==> src/rtl/pong_match_ctrl_if.sv <==
// Match-controller bundle: ball/paddle/start inputs towards the controller and score/state outputs back.
// The game side drives through master; the controller attaches as slave.
interface pong_match_ctrl_if #(
    parameter int COORD_W = 6,
    parameter int SCORE_W = 4
);
    logic               i_Game_Start;
    logic               i_Frame_Tick;
    logic [COORD_W-1:0] i_Ball_X;
    logic [COORD_W-1:0] i_Ball_Y;
    logic [COORD_W-1:0] i_Paddle_Y_P1;
    logic [COORD_W-1:0] i_Paddle_Y_P2;
    logic               o_Game_Active;
    logic [SCORE_W-1:0] o_P1_Score;
    logic [SCORE_W-1:0] o_P2_Score;
    logic               o_Point_Pulse;
    logic               o_Match_Over;
    logic               o_Winner;
    logic [2:0]         o_State;

    modport master (
        output i_Game_Start, i_Frame_Tick, i_Ball_X, i_Ball_Y, i_Paddle_Y_P1, i_Paddle_Y_P2,
        input  o_Game_Active, o_P1_Score, o_P2_Score, o_Point_Pulse, o_Match_Over, o_Winner, o_State
    );

    modport slave (
        input  i_Game_Start, i_Frame_Tick, i_Ball_X, i_Ball_Y, i_Paddle_Y_P1, i_Paddle_Y_P2,
        output o_Game_Active, o_P1_Score, o_P2_Score, o_Point_Pulse, o_Match_Over, o_Winner, o_State
    );
endinterface

==> src/rtl/pong_match_ctrl.sv <==
// Pong match controller: miss detection, scoring, match win and serve timing; PONG_SERVE_DELAY_EN adds the timed serve wait.
// Start edge to RUNNING in 2 clocks, miss to point 1 clock; all outputs registered or decoded from state.
module pong_match_ctrl #(
    parameter int GAME_WIDTH    = 40,
    parameter int PADDLE_HEIGHT = 6,
    parameter int COORD_W       = 6,
    parameter int SCORE_LIMIT   = 9,
    parameter int SCORE_W       = 4,
    parameter int SERVE_FRAMES  = 60
) (
    input  logic              i_Clk,
    input  logic              i_Rst_L,
    pong_match_ctrl_if.slave  bus
);

    typedef enum logic [2:0] {
        ST_IDLE       = 3'd0,
        ST_RUNNING    = 3'd1,
        ST_POINT_P1   = 3'd2,
        ST_POINT_P2   = 3'd3,
        ST_SERVE_WAIT = 3'd4,
        ST_MATCH_OVER = 3'd5
    } state_t;

    localparam logic [COORD_W:0]   PAD_SPAN  = (COORD_W+1)'(PADDLE_HEIGHT - 1);
    localparam logic [COORD_W-1:0] P2_COL    = COORD_W'(GAME_WIDTH - 1);
    localparam logic [SCORE_W-1:0] SCORE_LIM = SCORE_W'(SCORE_LIMIT);

    state_t             state, state_nxt;
    logic               start_q, start_dly, start_edge;
    logic [SCORE_W-1:0] p1_score, p2_score;
    logic               winner;
    logic               p1_inc, p2_inc, score_clr, win_set, win_val;
    logic               p1_miss, p2_miss;
    logic [COORD_W:0]   ball_y_ext, p1_top, p2_top, p1_bot, p2_bot;

    assign start_edge = start_q & ~start_dly;

    // One extra bit so a paddle near the bottom edge cannot wrap its bottom row to a small value.
    assign ball_y_ext = {1'b0, bus.i_Ball_Y};
    assign p1_top     = {1'b0, bus.i_Paddle_Y_P1};
    assign p2_top     = {1'b0, bus.i_Paddle_Y_P2};
    assign p1_bot     = p1_top + PAD_SPAN;
    assign p2_bot     = p2_top + PAD_SPAN;
    assign p1_miss    = (bus.i_Ball_X == '0) && ((ball_y_ext < p1_top) || (ball_y_ext > p1_bot));
    assign p2_miss    = (bus.i_Ball_X == P2_COL) && ((ball_y_ext < p2_top) || (ball_y_ext > p2_bot));

`ifdef PONG_SERVE_DELAY_EN
    localparam int             CNT_W      = $clog2(SERVE_FRAMES + 1);
    localparam logic [CNT_W-1:0] SERVE_LAST = CNT_W'(SERVE_FRAMES - 1);
    logic [CNT_W-1:0] frame_cnt;
    logic             cnt_clr, cnt_inc;
    localparam state_t AFTER_POINT = ST_SERVE_WAIT;
`else
    logic unused_frame_tick;
    assign unused_frame_tick = bus.i_Frame_Tick;
    localparam state_t AFTER_POINT = ST_IDLE;
`endif

    always_comb begin
        state_nxt = state;
        p1_inc    = 1'b0;
        p2_inc    = 1'b0;
        score_clr = 1'b0;
        win_set   = 1'b0;
        win_val   = 1'b0;
`ifdef PONG_SERVE_DELAY_EN
        cnt_clr   = 1'b0;
        cnt_inc   = 1'b0;
`endif
        case (state)
            ST_IDLE: begin
                if (start_edge) state_nxt = ST_RUNNING;
            end
            ST_RUNNING: begin
                // P1 miss takes priority when both ends coincide (single-column grid).
                if (p1_miss) begin
                    state_nxt = ST_POINT_P2;
                    p2_inc    = 1'b1;
                end else if (p2_miss) begin
                    state_nxt = ST_POINT_P1;
                    p1_inc    = 1'b1;
                end
            end
            ST_POINT_P1, ST_POINT_P2: begin
                if (((state == ST_POINT_P1) ? p1_score : p2_score) == SCORE_LIM) begin
                    state_nxt = ST_MATCH_OVER;
                    win_set   = 1'b1;
                    win_val   = (state == ST_POINT_P2);
                end else begin
                    state_nxt = AFTER_POINT;
`ifdef PONG_SERVE_DELAY_EN
                    cnt_clr   = 1'b1;
`endif
                end
            end
`ifdef PONG_SERVE_DELAY_EN
            ST_SERVE_WAIT: begin
                if (bus.i_Frame_Tick) begin
                    if (frame_cnt == SERVE_LAST) state_nxt = ST_RUNNING;
                    else                         cnt_inc   = 1'b1;
                end
            end
`endif
            ST_MATCH_OVER: begin
                if (start_edge) begin
                    state_nxt = ST_RUNNING;
                    score_clr = 1'b1;
                end
            end
            default: state_nxt = ST_IDLE;
        endcase
    end

    always_ff @(posedge i_Clk or negedge i_Rst_L) begin
        if (!i_Rst_L) begin
            state     <= ST_IDLE;
            start_q   <= 1'b0;
            start_dly <= 1'b0;
            p1_score  <= '0;
            p2_score  <= '0;
            winner    <= 1'b0;
        end else begin
            state     <= state_nxt;
            start_q   <= bus.i_Game_Start;
            start_dly <= start_q;
            if (score_clr) begin
                p1_score <= '0;
                p2_score <= '0;
                winner   <= 1'b0;
            end else begin
                if (p1_inc && p1_score != SCORE_LIM) p1_score <= p1_score + SCORE_W'(1);
                if (p2_inc && p2_score != SCORE_LIM) p2_score <= p2_score + SCORE_W'(1);
                if (win_set) winner <= win_val;
            end
        end
    end

`ifdef PONG_SERVE_DELAY_EN
    always_ff @(posedge i_Clk or negedge i_Rst_L) begin
        if (!i_Rst_L)     frame_cnt <= '0;
        else if (cnt_clr) frame_cnt <= '0;
        else if (cnt_inc) frame_cnt <= frame_cnt + CNT_W'(1);
    end
`endif

    assign bus.o_Game_Active = (state == ST_RUNNING);
    assign bus.o_Point_Pulse = (state == ST_POINT_P1) || (state == ST_POINT_P2);
    assign bus.o_Match_Over  = (state == ST_MATCH_OVER);
    assign bus.o_Winner      = winner;
    assign bus.o_P1_Score    = p1_score;
    assign bus.o_P2_Score    = p2_score;
    assign bus.o_State       = state;

endmodule

==> src/flat_wrapper.sv <==
// flat-port wrapper written by rule: the top's interface ports become plain ports
module pong_match_ctrl_flat 
#(
    parameter int GAME_WIDTH    = 40,
    parameter int PADDLE_HEIGHT = 6,
    parameter int COORD_W       = 6,
    parameter int SCORE_LIMIT   = 9,
    parameter int SCORE_W       = 4,
    parameter int SERVE_FRAMES  = 60
)
  (i_Clk, i_Rst_L, bus_i_Game_Start, bus_i_Frame_Tick, bus_i_Ball_X, bus_i_Ball_Y, bus_i_Paddle_Y_P1, bus_i_Paddle_Y_P2, bus_o_Game_Active, bus_o_P1_Score, bus_o_P2_Score, bus_o_Point_Pulse, bus_o_Match_Over, bus_o_Winner, bus_o_State);
  pong_match_ctrl_if #(.COORD_W(COORD_W), .SCORE_W(SCORE_W)) bus_i ();
  input  logic i_Clk;
  input  logic i_Rst_L;
  input wire logic [$bits(bus_i.i_Game_Start)-1:0] bus_i_Game_Start;
  input wire logic [$bits(bus_i.i_Frame_Tick)-1:0] bus_i_Frame_Tick;
  input wire logic [$bits(bus_i.i_Ball_X)-1:0] bus_i_Ball_X;
  input wire logic [$bits(bus_i.i_Ball_Y)-1:0] bus_i_Ball_Y;
  input wire logic [$bits(bus_i.i_Paddle_Y_P1)-1:0] bus_i_Paddle_Y_P1;
  input wire logic [$bits(bus_i.i_Paddle_Y_P2)-1:0] bus_i_Paddle_Y_P2;
  output wire logic [$bits(bus_i.o_Game_Active)-1:0] bus_o_Game_Active;
  output wire logic [$bits(bus_i.o_P1_Score)-1:0] bus_o_P1_Score;
  output wire logic [$bits(bus_i.o_P2_Score)-1:0] bus_o_P2_Score;
  output wire logic [$bits(bus_i.o_Point_Pulse)-1:0] bus_o_Point_Pulse;
  output wire logic [$bits(bus_i.o_Match_Over)-1:0] bus_o_Match_Over;
  output wire logic [$bits(bus_i.o_Winner)-1:0] bus_o_Winner;
  output wire logic [$bits(bus_i.o_State)-1:0] bus_o_State;
  assign bus_i.i_Game_Start = bus_i_Game_Start;
  assign bus_i.i_Frame_Tick = bus_i_Frame_Tick;
  assign bus_i.i_Ball_X = bus_i_Ball_X;
  assign bus_i.i_Ball_Y = bus_i_Ball_Y;
  assign bus_i.i_Paddle_Y_P1 = bus_i_Paddle_Y_P1;
  assign bus_i.i_Paddle_Y_P2 = bus_i_Paddle_Y_P2;
  assign bus_o_Game_Active = bus_i.o_Game_Active;
  assign bus_o_P1_Score = bus_i.o_P1_Score;
  assign bus_o_P2_Score = bus_i.o_P2_Score;
  assign bus_o_Point_Pulse = bus_i.o_Point_Pulse;
  assign bus_o_Match_Over = bus_i.o_Match_Over;
  assign bus_o_Winner = bus_i.o_Winner;
  assign bus_o_State = bus_i.o_State;
  pong_match_ctrl #(.GAME_WIDTH(GAME_WIDTH), .PADDLE_HEIGHT(PADDLE_HEIGHT), .COORD_W(COORD_W), .SCORE_LIMIT(SCORE_LIMIT), .SCORE_W(SCORE_W), .SERVE_FRAMES(SERVE_FRAMES)) u_core (.i_Clk(i_Clk), .i_Rst_L(i_Rst_L), .bus(bus_i));
endmodule
==> config.mk <==
export PLATFORM = sky130hd
export DESIGN_NAME = pong_match_ctrl_flat
export DESIGN_NICKNAME = d
export VERILOG_FILES = /design/src/rtl/pong_match_ctrl_if.sv /design/src/rtl/pong_match_ctrl.sv /design/src/flat_wrapper.sv
export SDC_FILE = /design/constraint.sdc
export NUM_CORES = 1
export LEC_CHECK = 0
export BUFFER_PORTS_ARGS = -buffer_cell sky130_fd_sc_hd__buf_2
export CAP_MARGIN = 20
export CORE_ASPECT_RATIO = 1.25
export CORE_UTILIZATION = 41
export CTS_BUF_LIST = sky130_fd_sc_hd__clkbuf_8
export CTS_CLUSTER_DIAMETER = 100
export DETAILED_ROUTE_END_ITERATION = 10
export GPL_ROUTABILITY_DRIVEN = 0
export GPL_TIMING_DRIVEN = 0
export PLACE_DENSITY = 0.76
export SETUP_SLACK_MARGIN = 0.3
export SLEW_MARGIN = 15
export SYNTH_ARGS = -nofsm -noshare
export SYNTH_HDL_FRONTEND = slang
export SYNTH_SLANG_ARGS = --single-unit
==> constraint.sdc <==
create_clock -name i_Clk -period 2.3 [get_ports i_Clk]
set_input_delay 0.345 -clock i_Clk [delete_from_list [all_inputs] [get_ports i_Clk]]
set_output_delay 0.345 -clock i_Clk [all_outputs]
set_load 0.005 [all_outputs]
# == Word-level counts from Yosys, hierarchy flattened ==
# Cells that the tools add are included.
# totals
ff_bits,14
output_inout_bits,15
elab_cells,64
# classes
addsub,4
n_lt_le_gt_ge,4
n_eq_ne,10
mux,23
bitwise,2
reduce_logical,15
# ops
op,count
4-bit two-way mux,5
"6-bit by 3-bit adder with 7-bit output, second input constant",2
6-bit by 7-bit > comparator with 1-bit output,2
1-bit two-way mux,13
6-bit < comparator,2
3-bit two-way mux,4
3-bit one-hot mux with 3 select lines,1
"4-bit by 1-bit adder with 4-bit output, second input constant",2
"4-bit inequality test, second input constant",2
"3-bit by 2-bit equality test with 1-bit output, second input constant",2
"6-bit equality test, second input constant",1
6-bit logical NOT,1
2-bit nonzero test,3
"4-bit equality test, second input constant",1
1-bit logical AND,4
2-bit OR reduction,2
"3-bit by 1-bit equality test with 1-bit output, second input constant",1
"3-bit equality test, second input constant",1
3-bit logical NOT,1
1-bit logical OR,3
"3-bit by 1-bit inequality test with 1-bit output, second input constant",1
"2-bit by 1-bit inequality test with 1-bit output, second input constant",1
2-bit AND reduction,1
1-bit AND,1
1-bit inverter,1

# == Depth between registers and ports, before layout ==
# depth
depth_word,10
mapped_depth,10

# == Worst setup path after synthesis ==
# Ideal clock, no wire load.
# synth_timing
path_type,input-to-reg
startpoint,input port bus_i_Paddle_Y_P2[0]
endpoint,register u_core.state[0] (netlist: u_core.bus.o_State[0])
arrival_time_ns,2.102
required_ns,2.174
slack_ns,0.072
stages,10
path_cell_list,ha_1 > o21ai_0 > xnor2_1 > ha_1 > nand3_1 > a21oi_1 > a211oi_1 > nor3_1 > o211ai_1 > a221o_1
# synth_between
elab_chain_len,6
elab_cells_between_ends,7
classes_between,add/sub (1); order compare (2); eq/ne (1); reduce/logical (3)
# synth_lines
element,line,source
from (decl),flat_wrapper.sv:20,input wire logic [$bits(bus_i.i_Paddle_Y_P2)-1:0] bus_i_Paddle_Y_P2;
6-bit by 3-bit adder with 7-bit output,pong_match_ctrl.sv:44,assign p2_bot = p2_top + PAD_SPAN;
6-bit by 7-bit > comparator with 1-bit output,pong_match_ctrl.sv:46,assign p2_miss = (bus.i_Ball_X == P2_COL) && ((ball_y_ext < p2_top) || (ball_y_ext > p2_bot));
1-bit logical OR (*),pong_match_ctrl.sv:46,
1-bit logical AND (*),pong_match_ctrl.sv:46,
3-bit by 1-bit inequality test with 1-bit output (no source line) (*),n/a,
2-bit AND reduction (no source line) (*),n/a,
to (signal assigned),pong_match_ctrl.sv:124,state <= state_nxt;
to (decl),pong_match_ctrl.sv:29,"state_t state, state_nxt;"
# Mark *: on every way between the ends. The rest lies on a longest branch, timed or not.
# A chain may end at the register's enable or synchronous reset.

# == Final worst setup path ==
# layout_timing
startpoint,input port bus_i_Paddle_Y_P2[0]
endpoint,register u_core.p1_score[3] (netlist: u_core.bus.o_P1_Score[3])
# layout_between
elab_chain_len,9
elab_cells_between_ends,10
classes_between,add/sub (1); order compare (2); mux (3); reduce/logical (4)
# layout_lines
element,line,source
6-bit by 3-bit adder with 7-bit output,pong_match_ctrl.sv:44,
6-bit by 7-bit > comparator with 1-bit output,pong_match_ctrl.sv:46,
1-bit logical OR (*),pong_match_ctrl.sv:46,
1-bit logical AND (*),pong_match_ctrl.sv:46,
1-bit two-way mux (*),pong_match_ctrl.sv:80,end else if (p2_miss) begin
1-bit two-way mux (*),pong_match_ctrl.sv:77,if (p1_miss) begin
1-bit two-way mux (*),pong_match_ctrl.sv:71,case (state)
1-bit logical AND (*),pong_match_ctrl.sv:132,if (p1_inc && p1_score != SCORE_LIM) p1_score <= p1_score + SCORE_W'(1);
2-bit nonzero test (no source line) (*),n/a,
to (signal assigned),pong_match_ctrl.sv:132,
to (decl),pong_match_ctrl.sv:31,"logic [SCORE_W-1:0] p1_score, p2_score;"
# Marks and branches as above.

==> tab_implementation.tex <==
\begin{tabular}{lr}
\hline
Metric & Value \\
\hline
\multicolumn{2}{l}{\textbf{Hold path}} \\
\quad Worst hold path cell count & 1 \\
\quad Hold path endpoint & u\_core.start\_q\$\_DFF\_PN0\_ \\
\quad Source of the worst hold timing path & bus\_i\_Game\_Start \\
\quad Worst hold path type & in -> reg \\
\multicolumn{2}{l}{\textbf{GRT}} \\
\quad Aggregate global routing overflow & 0 \\
\quad Maximum number of pins on one net before global-route repair & 15 \\
\quad Antenna violations before repair & 0 \\
\quad Met2 global-route usage & 0.327 \\
\quad Global-route wire length before repair & 5.61 mm \\
\quad Routing usage on met3 & 0.0168 \\
\quad Number of global-route vias before repair & 1,360 \\
\quad Met1 Track Usage GR & 0.209 \\
\quad Most used routing layer in global routing & met2 \\
\quad All-Layer GR Usage & 0.180 \\
\multicolumn{2}{l}{\textbf{Timing}} \\
\quad Final setup fails & 0 \\
\quad Setup repair after global routing missed its margin & yes \\
\quad Final critical-path required period & 2.01 ns \\
\quad Total negative slack for setup checks & 0 ns \\
\quad Final Hold Violating Endpoints & 0 \\
\quad Tcrit/Tclk final & 0.875 \\
\quad Fmax & between 400 and 500 MHz \\
\quad Worst-case headroom to the max-slew limit & 0.709 \\
\quad Final slew viol count & 0 \\
\quad Slew at the pin closest to its max-slew limit & around 0.44 ns \\
\quad Clk\_skew & between 0.002 and 0.0025 ns \\
\multicolumn{2}{l}{\textbf{Route}} \\
\quad WL per Instance & 12.5 um \\
\quad DRC Markers & 0 \\
\quad Remaining antenna violation count & 0 \\
\quad Routed wire length & about 3.4 mm \\
\quad Ratio of routed vias to standard cells & $\sim$5.3 \\
\quad Total iterations of the first detailed-routing run & 4 \\
\quad Via count & $\sim$1.4k \\
\quad Violation count after the first detailed-routing iteration & 54 \\
\multicolumn{2}{l}{\textbf{Critical path}} \\
\quad Kind of critical path & in -> reg \\
\quad Register-to-register setup slack & between 0.6 and 0.7 ns \\
\quad Required @ worst endpoint & 2.47 ns \\
\quad Worst Reg2Reg Path Length in Cells & 6 \\
\quad Worst reg2reg startpoint & u\_core.bus.o\_State[1]\$\_DFFE\_PN0P\_ \\
\quad Arr. time, crit path & 2.18 ns \\
\quad End of the worst register-to-register path & u\_core.bus.o\_P2\_Score[2]\$\_DFFE\_PN0P\_ \\
\quad Worst Setup Start Kind & input pin \\
\quad Largest fanout on the critical path & 3 \\
\quad Worst Setup End Kind & flop \\
\multicolumn{2}{l}{\textbf{Layout}} \\
\quad Ratio of cells with drive above 1 in the final layout & 0.328 \\
\quad Commonest non-fill, non-tap cells in the layout & buf\_2 (35), ha\_1 (28), inv\_1 (23), dfrtp\_1 (14), nand2\_1 (13) \\
\quad Layout net count & 289 \\
\quad Relative area change from synthesis to final layout & 35.2\% \\
\quad Finished Cell Area & between 0.002 and 0.0025 mm\^{}2 \\
\quad ANT cells & 0 \\
\quad Most frequent standard cell in the layout excluding fill and tap cells & buf\_2 \\
\quad Fillcell total & 312 \\
\multicolumn{2}{l}{\textbf{Yosys}} \\
\quad Number of warnings printed during yosys synthesis & 0 \\
\quad Post-Syn Nets & 236 \\
\quad Top cells by area, synth & ha\_1 (25\%), dfrtp\_1 (23\%), inv\_1 (5.7\%) \\
\quad Post-Synth XOR/XNOR Area & 0.0582 \\
\quad Register bit count reported by yosys & 14 \\
\quad Fraction of synthesized area in multiplexers & 0.0266 \\
\quad Share of the yosys chip area belonging to registers & 0.233 \\
\quad Number of distinct library cells after synthesis & 38 \\
\quad Adder-Cell Fraction of Synth Area & 0.249 \\
\quad Dominant combinational cell family by area after synthesis & adder cells \\
\quad Post-Synth Simple-Gate Area & 0.196 \\
\quad Mean Syn Cell Area & between 8 and 9 um\^{}2 \\
\quad Post-synth top area share & 0.249 \\
\quad Fraction of the mapped netlist area in compound gates & 0.177 \\
\quad Library cell with the largest summed area after synthesis & ha\_1 \\
\quad Number of cells produced by synthesis & 178 \\
\quad Summed instance area of the synthesized netlist & approximately 0.0015 mm\^{}2 \\
\multicolumn{2}{l}{\textbf{Floorplan}} \\
\quad Number of standard-cell rows in the floorplan & 24 \\
\quad Top-Level Pins & 43 \\
\quad Core outline area & approximately 0.0035 mm\^{}2 \\
\quad Initial standard-cell utilization of the core & 0.432 \\
\quad Die H & 69.7 um \\
\quad Area of the die & 0.00392 mm\^{}2 \\
\quad Die span in x & 56.2 um \\
\multicolumn{2}{l}{\textbf{CTS}} \\
\quad Clk buf depth & 2 \\
\quad CTS buffer count & 3 \\
\quad Total number of clock tree sinks & 14 \\
\quad Clock transition at the registers of the reported paths & 0.06 ns \\
\quad Clk Tree Root Cell & clkbuf\_8 \\
\quad Clock tree from TritonCTS & built \\
\quad H-Tree Level Count & 1 \\
\quad Clock latency reported for the late side of the worst-skew pair & 0.25 ns \\
\multicolumn{2}{l}{\textbf{Placed design}} \\
\quad Post-placement cell area & $\sim$0.0018 mm\^{}2 \\
\quad Quantity of I/O buffers inserted on ports & 41 \\
\quad Post-DP HPWL & roughly 2.7 mm \\
\multicolumn{2}{l}{\textbf{Outcome}} \\
\quad Status & complete, no violations \\
\multicolumn{2}{l}{\textbf{Power}} \\
\quad VDD IR-drop max & 0.474 mV \\
\quad Leakage power figure & 1.04 nW \\
\quad Cell area power density & 526 mW/mm\^{}2 \\
\multicolumn{2}{l}{\textbf{Flow run}} \\
\quad Max Cap Violations & 0 \\
\hline
\end{tabular}
## cell families after synthesis
kind of cell | count (synthesis)
AO/OA/AOI/OAI | 38
XOR/XNOR | 10
adder cells (fa/ha/maj) | 30
buffers and inverters | 24
flip-flops | 14
multiplexers | 4
AND/OR/NAND/NOR | 58
## critical path, cell delays in order
cell       delay (ns)
buf_12           0.11
ha_4             0.16
o21ai_2          0.16
xnor2_1          0.10
ha_1             0.32
a21o_1           0.20
a211oi_2         0.25
nor3_2           0.10
o2111ai_1        0.24
mux2i_1          0.21
## Yosys cell counts
master	count
dfrtp_1	14
and2b_1	1
o21ai_0	8
ha_1	30
o31ai_1	1
nand3b_1	2
and2b_2	1
o32ai_1	2
a21oi_1	13
nor2b_1	4
a211oi_2	1
a31o_2	1
nand2b_1	1
clkbuf_1	1
nand4_1	3
or3_1	1
o21ai_2	1
o41ai_4	1
and3_1	3
nand2_1	13
o21bai_1	2
mux2i_1	4
xnor2_1	6
nor4_2	1
o21a_1	1
and2_1	1
xor2_1	4
inv_1	23
or2_1	1
o2111ai_1	1
a21o_1	3
nor2_1	13
nand3_1	6
a221o_1	1
or2_2	1
o211ai_1	1
a211oi_1	1
nor3_1	6
## layer usage
metal	up-vias	wire length (um)
li1	730	-
met1	654	1500
met2	33	1670
met3	7	107
met4	0	73
met5	-	0
## sequential cells by signal, summed over array words and instances, names as in the netlist
| signal | cells |
|---|---|
| u_core.bus.o_P1_Score | 4 |
| u_core.bus.o_State | 3 |
| u_core.start_q | 1 |
| u_core.bus.o_Winner | 1 |
| u_core.bus.o_P2_Score | 4 |
| u_core.start_dly | 1 |
## stage by stage
stage               setup slack, ns  total power [mW]  hold WS (ns)  std cells  utilization
finish                        0.288              1.07         0.201        268        0.584
global route                  0.169              1.17         0.196        268        0.584
CTS                           0.260              1.05         0.200        264        0.553
detailed placement          -0.0644             0.840         0.261        258        0.526
global placement            -0.0235             0.829         0.259        258        0.526
floorplan                     0.281             0.671        0.0494        178            -
## power breakdown
group	internal, mW	total [mW]	switching, mW
Sequential	0.301	0.373	0.0720
Clock	0.116	0.202	0.0861
Combinational	0.248	0.497	0.248
## how the worst max path moves through the flow
stage	from	endpoint	slack [ns]	cells past startpoint
floorplan	bus_i_Paddle_Y_P1[0]	u_core.bus.o_P2_Score[2]$_DFFE_PN0P_	0.28	10
global placement	bus_i_Paddle_Y_P1[0]	u_core.bus.o_P2_Score[2]$_DFFE_PN0P_	-0.02	11
detailed placement	bus_i_Paddle_Y_P1[0]	u_core.bus.o_P2_Score[2]$_DFFE_PN0P_	-0.06	11
CTS	bus_i_Paddle_Y_P1[0]	u_core.bus.o_P2_Score[2]$_DFFE_PN0P_	0.26	11
global route	bus_i_Paddle_Y_P2[0]	u_core.bus.o_State[0]$_DFFE_PN0P_	0.17	11
finish	bus_i_Paddle_Y_P2[0]	u_core.bus.o_P1_Score[3]$_DFFE_PN0P_	0.29	10
## area by class of cell
type                            instances  area (um^2)  share of cell area
Multi-Input combinational cell        140         1190               0.583
Sequential cell                        14          350               0.172
Timing Repair Buffer                   48          319               0.157
Inverter                               23         86.3              0.0424
Tap cell                               39         48.8              0.0240
Clock buffer                            3         41.3              0.0203
Buffer                                  1         3.75             0.00184
## what timing repair did
item | in CTS | in global routing
setup endpoints to repair | 7 | 9
resized for setup | 7 | 22
pin swaps | 6 | 16
endpoints found under the hold margin | 14 | 0
hold buffers | 1 | 0
setup buffers | 2 | 4
Note: power is estimated with default switching activity, not from simulation.
